`config.mk`:
```
export PLATFORM = sky130hd
export DESIGN_NAME = timer_dev
export DESIGN_NICKNAME = d
export VERILOG_FILES = /design/src/rtl/timer_dev.sv
export SDC_FILE = /design/constraint.sdc
export NUM_CORES = 1
export LEC_CHECK = 0
export CAP_MARGIN = 20
export CORE_MARGIN = 2
export CORE_UTILIZATION = 50
export DETAILED_ROUTE_END_ITERATION = 10
export PLACE_DENSITY_LB_ADDON = 0.1
export SYNTH_ARGS = -nofsm -noshare
export SYNTH_HDL_FRONTEND = slang
export SYNTH_SLANG_ARGS = --single-unit
```
`constraint.sdc`:
```
create_clock -name clk -period 3.8 [get_ports clk]
set_input_delay 1.14 -clock clk [delete_from_list [all_inputs] [get_ports clk]]
set_output_delay 1.14 -clock clk [all_outputs]
set_load 0.005 [all_outputs]
```
`src/rtl/timer_dev.sv`:
```
// timer_dev: memory-mapped countdown timer with one-shot and auto-reload modes
// and a registered interrupt line.
module timer_dev #(
  parameter int CNT_W = 32
) (
  input  logic        clk,
  input  logic        reset,
  input  logic [31:0] addr,
  input  logic        we,
  input  logic [31:0] wdata,
  output logic [31:0] rdata,
  output logic        irq
);
  typedef enum logic [1:0] {IDLE, LOAD, CNT, INT} state_t;
  state_t           state_q, state_d;
  logic [3:0]       ctrl_q, ctrl_d;
  logic [CNT_W-1:0] preset_q, preset_d, count_q, count_d;
  logic             pend_q, pend_d, irq_q, irq_d;
  logic             ctrl_wr, unused_addr;
  assign ctrl_wr     = we && addr[3:2] == 2'd0;
  assign unused_addr = ^{addr[31:4], addr[1:0]};
  always_comb begin
    state_d  = state_q;
    ctrl_d   = ctrl_q;
    count_d  = count_q;
    pend_d   = ctrl_wr ? 1'b0 : pend_q;
    preset_d = (we && addr[3:2] == 2'd1) ? wdata[CNT_W-1:0] : preset_q;
    unique case (state_q)
      IDLE: state_d = ctrl_q[0] ? LOAD : IDLE;
      LOAD: begin
        count_d = preset_q;
        state_d = CNT;
      end
      CNT: begin
        if (!ctrl_q[0]) state_d = IDLE;
        else if (count_q > CNT_W'(1)) count_d = count_q - CNT_W'(1);
        else begin
          count_d = '0;
          state_d = INT;
          pend_d  = 1'b1;
        end
      end
      INT: begin
        if (ctrl_q[2:1] == 2'd1) begin
          state_d = LOAD;
          pend_d  = 1'b0;
        end else begin
          ctrl_d[0] = 1'b0;
          state_d   = IDLE;
        end
      end
    endcase
    // a CPU write overrides the hardware EN clear of a one-shot expiry
    if (ctrl_wr) ctrl_d = wdata[3:0];
    irq_d = ctrl_d[3] & pend_d;
  end
  always_ff @(posedge clk or negedge reset) begin
    if (!reset) begin
      state_q  <= IDLE;
      ctrl_q   <= '0;
      preset_q <= '0;
      count_q  <= '0;
      pend_q   <= 1'b0;
      irq_q    <= 1'b0;
    end else begin
      state_q  <= state_d;
      ctrl_q   <= ctrl_d;
      preset_q <= preset_d;
      count_q  <= count_d;
      pend_q   <= pend_d;
      irq_q    <= irq_d;
    end
  end
  always_comb rdata = addr[3:2] == 2'd0 ? {28'd0, ctrl_q} :
                      addr[3:2] == 2'd1 ? 32'(preset_q) :
                      addr[3:2] == 2'd2 ? 32'(count_q) : 32'd0;
  assign irq = irq_q;
endmodule

```
==> out/results.txt, run 1 <==
Yosys cell types = 61
Die area = 8833 um2
Outcome = finished, final reports clean
Fillcell total = 636
RSZ-0062 raised after global routing = no
Slew HR = 0.3756
Synthesized Nets = 452
I/O pins = 100
First-pass DRT Iterations = 5
Syn avg cell area = 10.57 um2
Post-place setup slack = -0.1504 ns
Yosys reg bits = 72
H-tree depth = 3
N_diodes = 0
WL final = 10.73 mm
Worst VDD drop = 0.2769 mV
Fin worst setup slack = 0.07960 ns
Max-slew violations = 0
Hold_buf cts = 0
Max Freq = 0.2688 GHz
Asr flop ratio synth = 1.000
Clock-pin slew on the worst setup and hold paths = 0.07 ns
Clk_skew = 0.006336 ns
Initial Util = 0.5213
Setup crit end kind = output pin
Vias in the first global route = 3,497
Initial antenna violation count = 0
Pwr Density = 632.9 nW/um2
Root Buffer = clkbuf_8
Nets = 518
Syn Std Cell Area = 4049 um2
WS Path Type = in2out
Tmin final = 3.720 ns
Share of layout cells above drive strength 1 = 0.1726
Via density = 6.403
Top_reg_cell synth = dfrtp_1
DR iter-0 viols = 306
Placed cell count = 539
EDFF count, synth = 0
Max Root-Sink Buffers = 2
Seq/Total Area, Yosys = 0.4450
Worst hold path cell count = 1
Worst r2r path cells = 7
Wirelength per Cell = 19.37 um
Final hold slack = 0.5243 ns
Post-DP HPWL = 7.235 mm
CTS tree = built
TritonCTS buffer count = 9
Max-Cap Viols = 0
Grt ovf = 0
P_leak = 2.019 nW
WP data required = 2.66 ns
Total global-route track usage = 0.2556
Synthesized instance count = 383
Setup crit start kind = input port
Slew @ Worst Pin = 0.9245 ns
Syn-to-layout area delta = 25.87%
Worst EP arrival = 2.58 ns
Worst min path class = reg2reg
Die H = 93.99 um
Sink Count = 72
GP Congestion = 0.8935
Final Setup Violations = 0
# port buffers = 69
Pin count of the biggest net entering global routing = 44
Yosys warns = 0
Chip width = 93.99 um
Post-route cell area = 5096 um2
Placed Area = 4883 um2
DRC Markers = 0
Vias = 3,547
Setup bufs post-CTS = 0
Period utilization = 0.9791
Post-Layout Cell Count = 554
First-pass GRT wire length = 17.51 mm
Final hold violations = 0
Antenna-violating nets left = 0
Core Region = 7767 um2
Clock latency on the worst-skew pair = 0.35 ns
CP Max Fanout = 14
Row cnt = 32
-- placed cells by master (no fill, tap or decap), drive strengths merged, types with 3 or more instances in the layout --
master         instances
dfrtp                 72
clkdlybuf4s50         66
mux2                  35
a22o                  28
nand2                 23
nor2                  16
o21ai                 16
clkbuf                15
nand3                 14
a22oi                 14
o311ai                14
o211ai                12
buf                   12
or4                   10
or3                    9
a21oi                  8
nor4                   8
inv                    4
nand3b                 4
mux2i                  4
and2                   4
o31ai                  4
a221o                  4
a21o                   4
nand4                  4
nor3                   4
nor2b                  4
nand2b                 3
and3                   3
o41ai                  3
-- cell usage after synthesis (all sizes together), types with 8 or more instances --
cell    instances  area [um2]
o211ai         12       90.09
a22o           28       245.2
o311ai         14       122.6
a22oi          14       105.1
nand2          23       86.33
nor4            8       77.57
or3             9       61.31
or4            10       82.58
o21ai          16       80.08
nand3          14       70.07
dfrtp          72        1802
nor2           16       60.06
clkbuf         18       67.56
mux2           35       394.1
buf             8       38.78
a21oi           8       40.04
-- state kept, by name, summed over array words and instances, names as in the netlist --
register	flops
count_q	32
ctrl_q	4
irq	1
pend_q	1
preset_q	32
state_q	2
-- per-stage QoR --
| stage | utilization | power [mW] | setup TNS, ns |
|---|---|---|---|
| after global routing | 0.6561 | 3.430 | 0 |
| final | 0.6561 | 3.225 | 0 |
| after detailed placement | 0.6287 | 2.654 | -2.821 |
| after floorplan | - | 2.171 | 0 |
| after global placement | 0.6287 | 2.609 | -2.641 |
| after CTS | 0.6566 | 3.218 | 0 |
-- logic make-up (layout without fill, tap and decap cells) --
| family | after synthesis | in the layout | share of synthesized area |
|---|---|---|---|
| AOI/OAI and AO/OA | 124 | 124 | 0.2383 |
| adders and majority gates | 2 | 2 | 0.006179 |
| buffers and inverters | 30 | 99 | 0.02997 |
| DFF | 72 | 72 | 0.4450 |
| muxes | 39 | 39 | 0.1072 |
| and+or+nand+nor | 116 | 116 | 0.1734 |
-- routing by layer --
layer,routed length (um),vias up,GRT usage
met5,0,-,0
met1,4768,1771,0.3448
met3,565,20,0.04494
met4,238,0,0.09783
li1,-,1636,-
met2,5161,120,0.4113
-- path summary, 6_finish.rpt --
| kind | start | to | slack (ns) |
|---|---|---|---|
| min in group asynchronous | reset | preset_q[30]$_DFFE_PN0P_ | 0.84 |
| max | addr[3] | rdata[25] | 0.08 |
| min reg2reg | ctrl_q[3]$_DFF_PN0_ | ctrl_q[3]$_DFF_PN0_ | 0.52 |
| min | ctrl_q[3]$_DFF_PN0_ | ctrl_q[3]$_DFF_PN0_ | 0.52 |
| max reg2reg | count_q[0]$_DFFE_PN0P_ | count_q[20]$_DFFE_PN0P_ | 1.09 |
| max in group asynchronous | reset | preset_q[8]$_DFFE_PN0P_ | 2.29 |
-- power breakdown --
group | internal, mW | total, mW | switching, mW
registers | 1.02 | 1.38 | 0.354
logic | 0.642 | 1.29 | 0.652
clock network | 0.284 | 0.553 | 0.268
-- critical path, stage by stage --
cell	delay (ns)
dlygate4sd2_1	0.28
nor2b_4	0.20
bufbuf_16	0.32
a22o_1	0.14
clkdlybuf4s50_1	0.49
-- layout make-up --
class / instances / area, um2 / area share
inverters: 4 / 15.01 / 0.002946
clock buffers: 14 / 172.7 / 0.03388
flip-flops and latches: 72 / 1802 / 0.3535
repair buffers: 81 / 835.8 / 0.1640
well taps: 102 / 127.6 / 0.02504
multi-input cells: 281 / 2143 / 0.4206
-- what timing repair did --
action                                  in CTS  in global routing
cloned                                       1                  0
pin swaps                                    0                  0
gates resized for setup                      5                  2
endpoints found under the setup margin      32                 14
No activity file was read; power rests on OpenSTA's default activity.
==> run 2, diff against run 1 <==
Settings changed: SLEW_MARGIN set to 25.
==> results of run 2 <==
The final DEF is identical to that of run 1; final timing and power are the same.
==> RTL change 1, RTL diff (config.mk and constraints of run 1) <==
`CNT_W`: 32 -> 16.
--- a/src/rtl/timer_dev.sv
+++ b/src/rtl/timer_dev.sv
@@ -2,5 +2,5 @@
 // and a registered interrupt line.
 module timer_dev #(
-  parameter int CNT_W = 32
+  parameter int CNT_W = 16
 ) (
   input  logic        clk,
Check against the original RTL: not equivalent (a bounded check fails within 4 cycles, from zero or initial values and one cycle with reset low).
==> RTL change 1 against run 1 <==
- sequential cell count decreased by 32
- cell area is 45% lower
- power fell by 45%
- worst setup slack improved by 0.11 ns
- routed wire length is 47% lower
- critical endpoint is now rdata[7]
- area after synthesis down 42%
- critical path depth unchanged
==> RTL change 1: results (changes against run 1) <==
status=complete, no violations (unchanged); Worst R2R End=count_q[9]$_DFFE_PN0P_ (was count_q[20]$_DFFE_PN0P_); HP Class=reg -> reg (unchanged); sequential share of power=41.8% (was 42.7%); RePlAce Congestion=0.878 (was 0.894); Critical Path Max Stage Delay=0.51 ns (was 0.49 ns); Clock group=0.000348 W (was 0.000553 W); Tot GR Track Use=23.8% (was 25.6%); leakage power=1.20 nW (was 2.02 nW); proportion of synthesized area in mux cells=11.2% (was 10.7%); routed wire length per instance=17.1 um (was 19.4 um); Hold Path End=count_q[7]$_DFFE_PN0P_ (was ctrl_q[3]$_DFF_PN0_); CTS H-tree depth=2 (was 3); unique cell type count in the Yosys netlist=47 (was 61); vias in the first global route=1,991 (was 3,497); Synth Area in Compound Gates=18.4% (was 23.8%); Worst Skew=0.00609 ns (was 0.00634 ns); largest fanout on the critical path=13 (was 14); Post-synth top cells=dfrtp_1, nand2_1, mux2_2 (was dfrtp_1, mux2_2, a22o_1); Max IR drop VDD=0.000343 V (was 0.000277 V); total CTS buffers=5 (was 9); min-delay src=preset_q[7]$_DFFE_PN0P_ (was ctrl_q[3]$_DFF_PN0_); Port-buffer cells=37 (was 69); worst reg2reg setup slack=1.63 ns (was 1.09 ns); crit path to=rdata[7] (was rdata[25]); Data arrival, critical path=2.47 ns (was 2.58 ns); largest net degree at the start of global routing=41 (was 44); switch share=39.2% (was 39.5%); first-pass GRT wire length=9.65 mm (was 17.5 mm); Worst R2R Path Depth=5 (was 7); Worst Setup SP=addr[2] (was addr[3]); Tightest Pin Transition=0.902 ns (was 0.924 ns); synthesized-area fraction occupied by adder cells=1.07% (was 0.618%); clk_lat worst skew=0.30 ns (was 0.35 ns); FF-to-FF Start=count_q[4]$_DFFE_PN0P_ (was count_q[0]$_DFFE_PN0P_); First DRT Iteration DRCs=187 (was 306); Worst path top cell family by delay=buffers and inverters (unchanged); sequential share of the synthesized area=42.7% (was 44.5%); layout cells sized above 1=15.7% (was 17.3%); clock-pin slew on the worst setup and hold paths=0.08 ns; drt pass-1 iters=4 (was 5); Hold Path Cell Cnt=2 (was 1); via/cell ratio=5.90 (was 6.40); biggest regs=count_q x16, preset_q x16, ctrl_q x4 (was count_q x32, preset_q x32, ctrl_q x4); ys async rst share=100% (unchanged); post-CTS resize count=9 (was 5); hpwl dp=3.96 mm (was 7.23 mm); Final Net Count=349 (was 518); initial antenna violation count=0 (unchanged); synth top area cells=dfrtp_1, mux2_2, buf_4 (was dfrtp_1, mux2_2, a22o_1); Syn. warnings=0 (unchanged)
## RTL change 1: final cells by class
| class | count | area [sq um] |
|---|---|---|
| multi-input cells | 182 | 1210 |
| well taps | 52 | 65.1 |
| clock buffers | 6 | 72.6 |
| inverters | 6 | 22.5 |
| flip-flops and latches | 40 | 1000 |
| clock inverters | 2 | 35.0 |
| repair buffers | 45 | 423 |
| fillers | 388 | 1620 |
## RTL change 1: stage by stage
stage	setup slack, ns	instances	instance area, sq um	power (W)	hold slack [ns]
2_1_floorplan	0.528	256	2400	0.00120	0.467
6_report	0.192	333	2830	0.00178	0.517
3_3_place_gp	-0.0561	324	2710	0.00142	0.495
4_1_cts	0.174	333	2830	0.00178	0.522
5_1_grt	0.0590	333	2830	0.00189	0.564
3_5_place_dp	-0.101	324	2710	0.00143	0.504
## RTL change 1: routing by layer
metal	vias to the layer above	track usage [%]	wire (um)
met5	-	0	0
met4	0	7.41	91
li1	922	-	-
met3	9	4.44	340
met1	964	34.5	2650
met2	69	36.2	2610
==> RTL change 2, RTL diff (flow settings as in run 1) <==
Made on the original files. Register the inputs `addr`, `we` and `wdata` before use, with the module's reset. The logic sees them one clock later.
--- a/src/rtl/timer_dev.sv
+++ b/src/rtl/timer_dev.sv
@@ -13,4 +13,21 @@
 );
   typedef enum logic [1:0] {IDLE, LOAD, CNT, INT} state_t;
+
+  logic [31:0] addr_q;
+  logic we_q;
+  logic [31:0] wdata_q;
+
+  always_ff @(posedge clk or negedge reset) begin
+    if (!reset) begin
+      addr_q  <= '0;
+      we_q    <= '0;
+      wdata_q <= '0;
+    end else begin
+      addr_q  <= addr;
+      we_q    <= we;
+      wdata_q <= wdata;
+    end
+  end
+
   state_t           state_q, state_d;
   logic [3:0]       ctrl_q, ctrl_d;
@@ -18,6 +35,6 @@
   logic             pend_q, pend_d, irq_q, irq_d;
   logic             ctrl_wr, unused_addr;
-  assign ctrl_wr     = we && addr[3:2] == 2'd0;
-  assign unused_addr = ^{addr[31:4], addr[1:0]};
+  assign ctrl_wr     = we_q && addr_q[3:2] == 2'd0;
+  assign unused_addr = ^{addr_q[31:4], addr_q[1:0]};
   always_comb begin
     state_d  = state_q;
@@ -25,5 +42,5 @@
     count_d  = count_q;
     pend_d   = ctrl_wr ? 1'b0 : pend_q;
-    preset_d = (we && addr[3:2] == 2'd1) ? wdata[CNT_W-1:0] : preset_q;
+    preset_d = (we_q && addr_q[3:2] == 2'd1) ? wdata_q[CNT_W-1:0] : preset_q;
     unique case (state_q)
       IDLE: state_d = ctrl_q[0] ? LOAD : IDLE;
@@ -52,5 +69,5 @@
     endcase
     // a CPU write overrides the hardware EN clear of a one-shot expiry
-    if (ctrl_wr) ctrl_d = wdata[3:0];
+    if (ctrl_wr) ctrl_d = wdata_q[3:0];
     irq_d = ctrl_d[3] & pend_d;
   end
@@ -72,7 +89,7 @@
     end
   end
-  always_comb rdata = addr[3:2] == 2'd0 ? {28'd0, ctrl_q} :
-                      addr[3:2] == 2'd1 ? 32'(preset_q) :
-                      addr[3:2] == 2'd2 ? 32'(count_q) : 32'd0;
+  always_comb rdata = addr_q[3:2] == 2'd0 ? {28'd0, ctrl_q} :
+                      addr_q[3:2] == 2'd1 ? 32'(preset_q) :
+                      addr_q[3:2] == 2'd2 ? 32'(count_q) : 32'd0;
   assign irq = irq_q;
 endmodule
Function: changed (Yosys sat finds a counterexample within 4 cycles, from zero or initial values and one cycle with reset low).
==> RTL change 2 against run 1 <==
- worst setup slack better by 0.19 ns
- clock power up 24%
- routed wire length up 12%
- area after synthesis up 23%
- sequential cell count up 35
- power up 14%
- global-route usage down 2.2 points
- cell area up 18%
==> RTL change 2: results (changes against run 1) <==
P_int=0.00234 W (was 0.00195 W); Post-synth top cells=dfrtp_1, mux2_2, nand2_1 (was dfrtp_1, mux2_2, a22o_1); via/cell ratio=6.12 (was 6.40); Worst R2R Path Depth=5 (was 7); unique cell type count in the Yosys netlist=59 (was 61); sequential share of the synthesized area=53.6% (was 44.5%); Power Total=0.00367 W (was 0.00323 W); largest net degree at the start of global routing=63 (was 44); Inst Count DP=628 (was 539); syn nets=515 (was 452); FF-to-FF Start=count_q[4]$_DFFE_PN0P_ (was count_q[0]$_DFFE_PN0P_); first-pass GRT wire length=20.3 mm (was 17.5 mm); Placement Cell Area=5830 sq um (was 4880 sq um); Vias=3,932 (was 3,547); biggest regs=count_q x32, preset_q x32, wdata_q x32 (was count_q x32, preset_q x32, ctrl_q x4); Tot GR Track Use=23.4% (was 25.6%); Post-CTS Setup Bufs=0 (unchanged); fillers=839 (was 636); largest fanout on the critical path=12 (was 14); Data arrival, critical path=2.39 ns (was 2.58 ns); P_comb=0.00121 W (was 0.00129 W); Worst R2R End=count_q[11]$_DFFE_PN0P_ (was count_q[20]$_DFFE_PN0P_); clock-pin slew on the worst setup and hold paths=0.09 ns (was 0.07 ns); clk_lat worst skew=0.38 ns (was 0.35 ns); Port-buffer cells=69 (unchanged); status=complete, no violations (unchanged); synth top area cells=dfrtp_1, mux2_2, a22o_1 (unchanged); hpwl dp=7.95 mm (was 7.23 mm); Worst Setup SP=addr_q[2]$_DFF_PN0_ (was addr[3]); WL final=12.1 mm (was 10.7 mm); Hold Path Cell Cnt=1 (unchanged); Worst Skew=0.0115 ns (was 0.00634 ns); leakage power=2.38 nW (was 2.02 nW); worst reg2reg setup slack=1.16 ns (was 1.09 ns); drt pass-1 iters=6 (was 5); Clk Tree Root Cell=clkbuf_8 (unchanged); layout cells sized above 1=14.3% (was 17.3%); First DRT Iteration DRCs=126 (was 306); initial antenna violation count=0 (unchanged); Post-Synthesis Cells=446 (was 383); Max IR drop VDD=0.000375 V (was 0.000277 V); total CTS buffers=9 (unchanged); post-CTS resize count=0 (was 5); pre-CTS WS=0.687 ns (was -0.150 ns); Tightest Pin Transition=0.951 ns (was 0.924 ns); crit path to=rdata[3] (was rdata[25]); Pwr Density=611 nW/um^2 (was 633 nW/um^2); Top FF cell, synth=dfrtp_1 (unchanged); RePlAce Congestion=0.880 (was 0.894); Final Net Count=575 (was 518); sequential cell power=0.00178 W (was 0.00138 W)
-- RTL change 2: cells by family after synthesis --
family / after synthesis / share of synthesized area, %
AND/OR/NAND/NOR: 153 / 18.2
flip-flops: 107 / 53.6
AO/OA/AOI/OAI: 106 / 15.6
multiplexers: 41 / 9.09
buffers and inverters: 37 / 2.96
adder cells (fa/ha/maj): 2 / 0.501
-- RTL change 2: worst min path at each step --
stage / slack, ns / from / end
2_1_floorplan: 0.45 / wdata_q[0]$_DFF_PN0_ / ctrl_q[0]$_DFFE_PN0P_
3_3_place_gp: 0.46 / wdata_q[9]$_DFF_PN0_ / preset_q[9]$_DFFE_PN0P_
3_5_place_dp: 0.46 / wdata_q[20]$_DFF_PN0_ / preset_q[20]$_DFFE_PN0P_
4_1_cts: 0.48 / wdata_q[20]$_DFF_PN0_ / preset_q[20]$_DFFE_PN0P_
5_1_grt: 0.49 / wdata_q[20]$_DFF_PN0_ / preset_q[20]$_DFFE_PN0P_
6_report: 0.48 / wdata_q[4]$_DFF_PN0_ / preset_q[4]$_DFFE_PN0P_
-- RTL change 2: area by class of cell --
type                       count  share of cell area (%)
tap                          133                    2.77
sequential                   107                    44.6
clock inverter                 2                   0.625
inverter                       6                   0.375
multi-input combinational    302                    36.2
clock buffer                  12                    2.42
timing repair buffer          80                    13.0
-- RTL change 2: worst max-delay path, stage by stage (launching register included) --
cell             delay (ns)
dfrtp_1                0.51
nor2b_2                0.46
buf_4                  0.29
nand2_1                0.10
o21ai_0                0.11
clkdlybuf4s50_1        0.54
-- RTL change 2: metal layers --
layer / vias to the layer above / wire length [um] / track usage (%)
met1: 1959 / 5580 / 33.2
met5: - / 0 / 0
met2: 136 / 5680 / 36.8
met4: 0 / 140 / 5.21
met3: 11 / 675 / 5.51
li1: 1826 / - / -
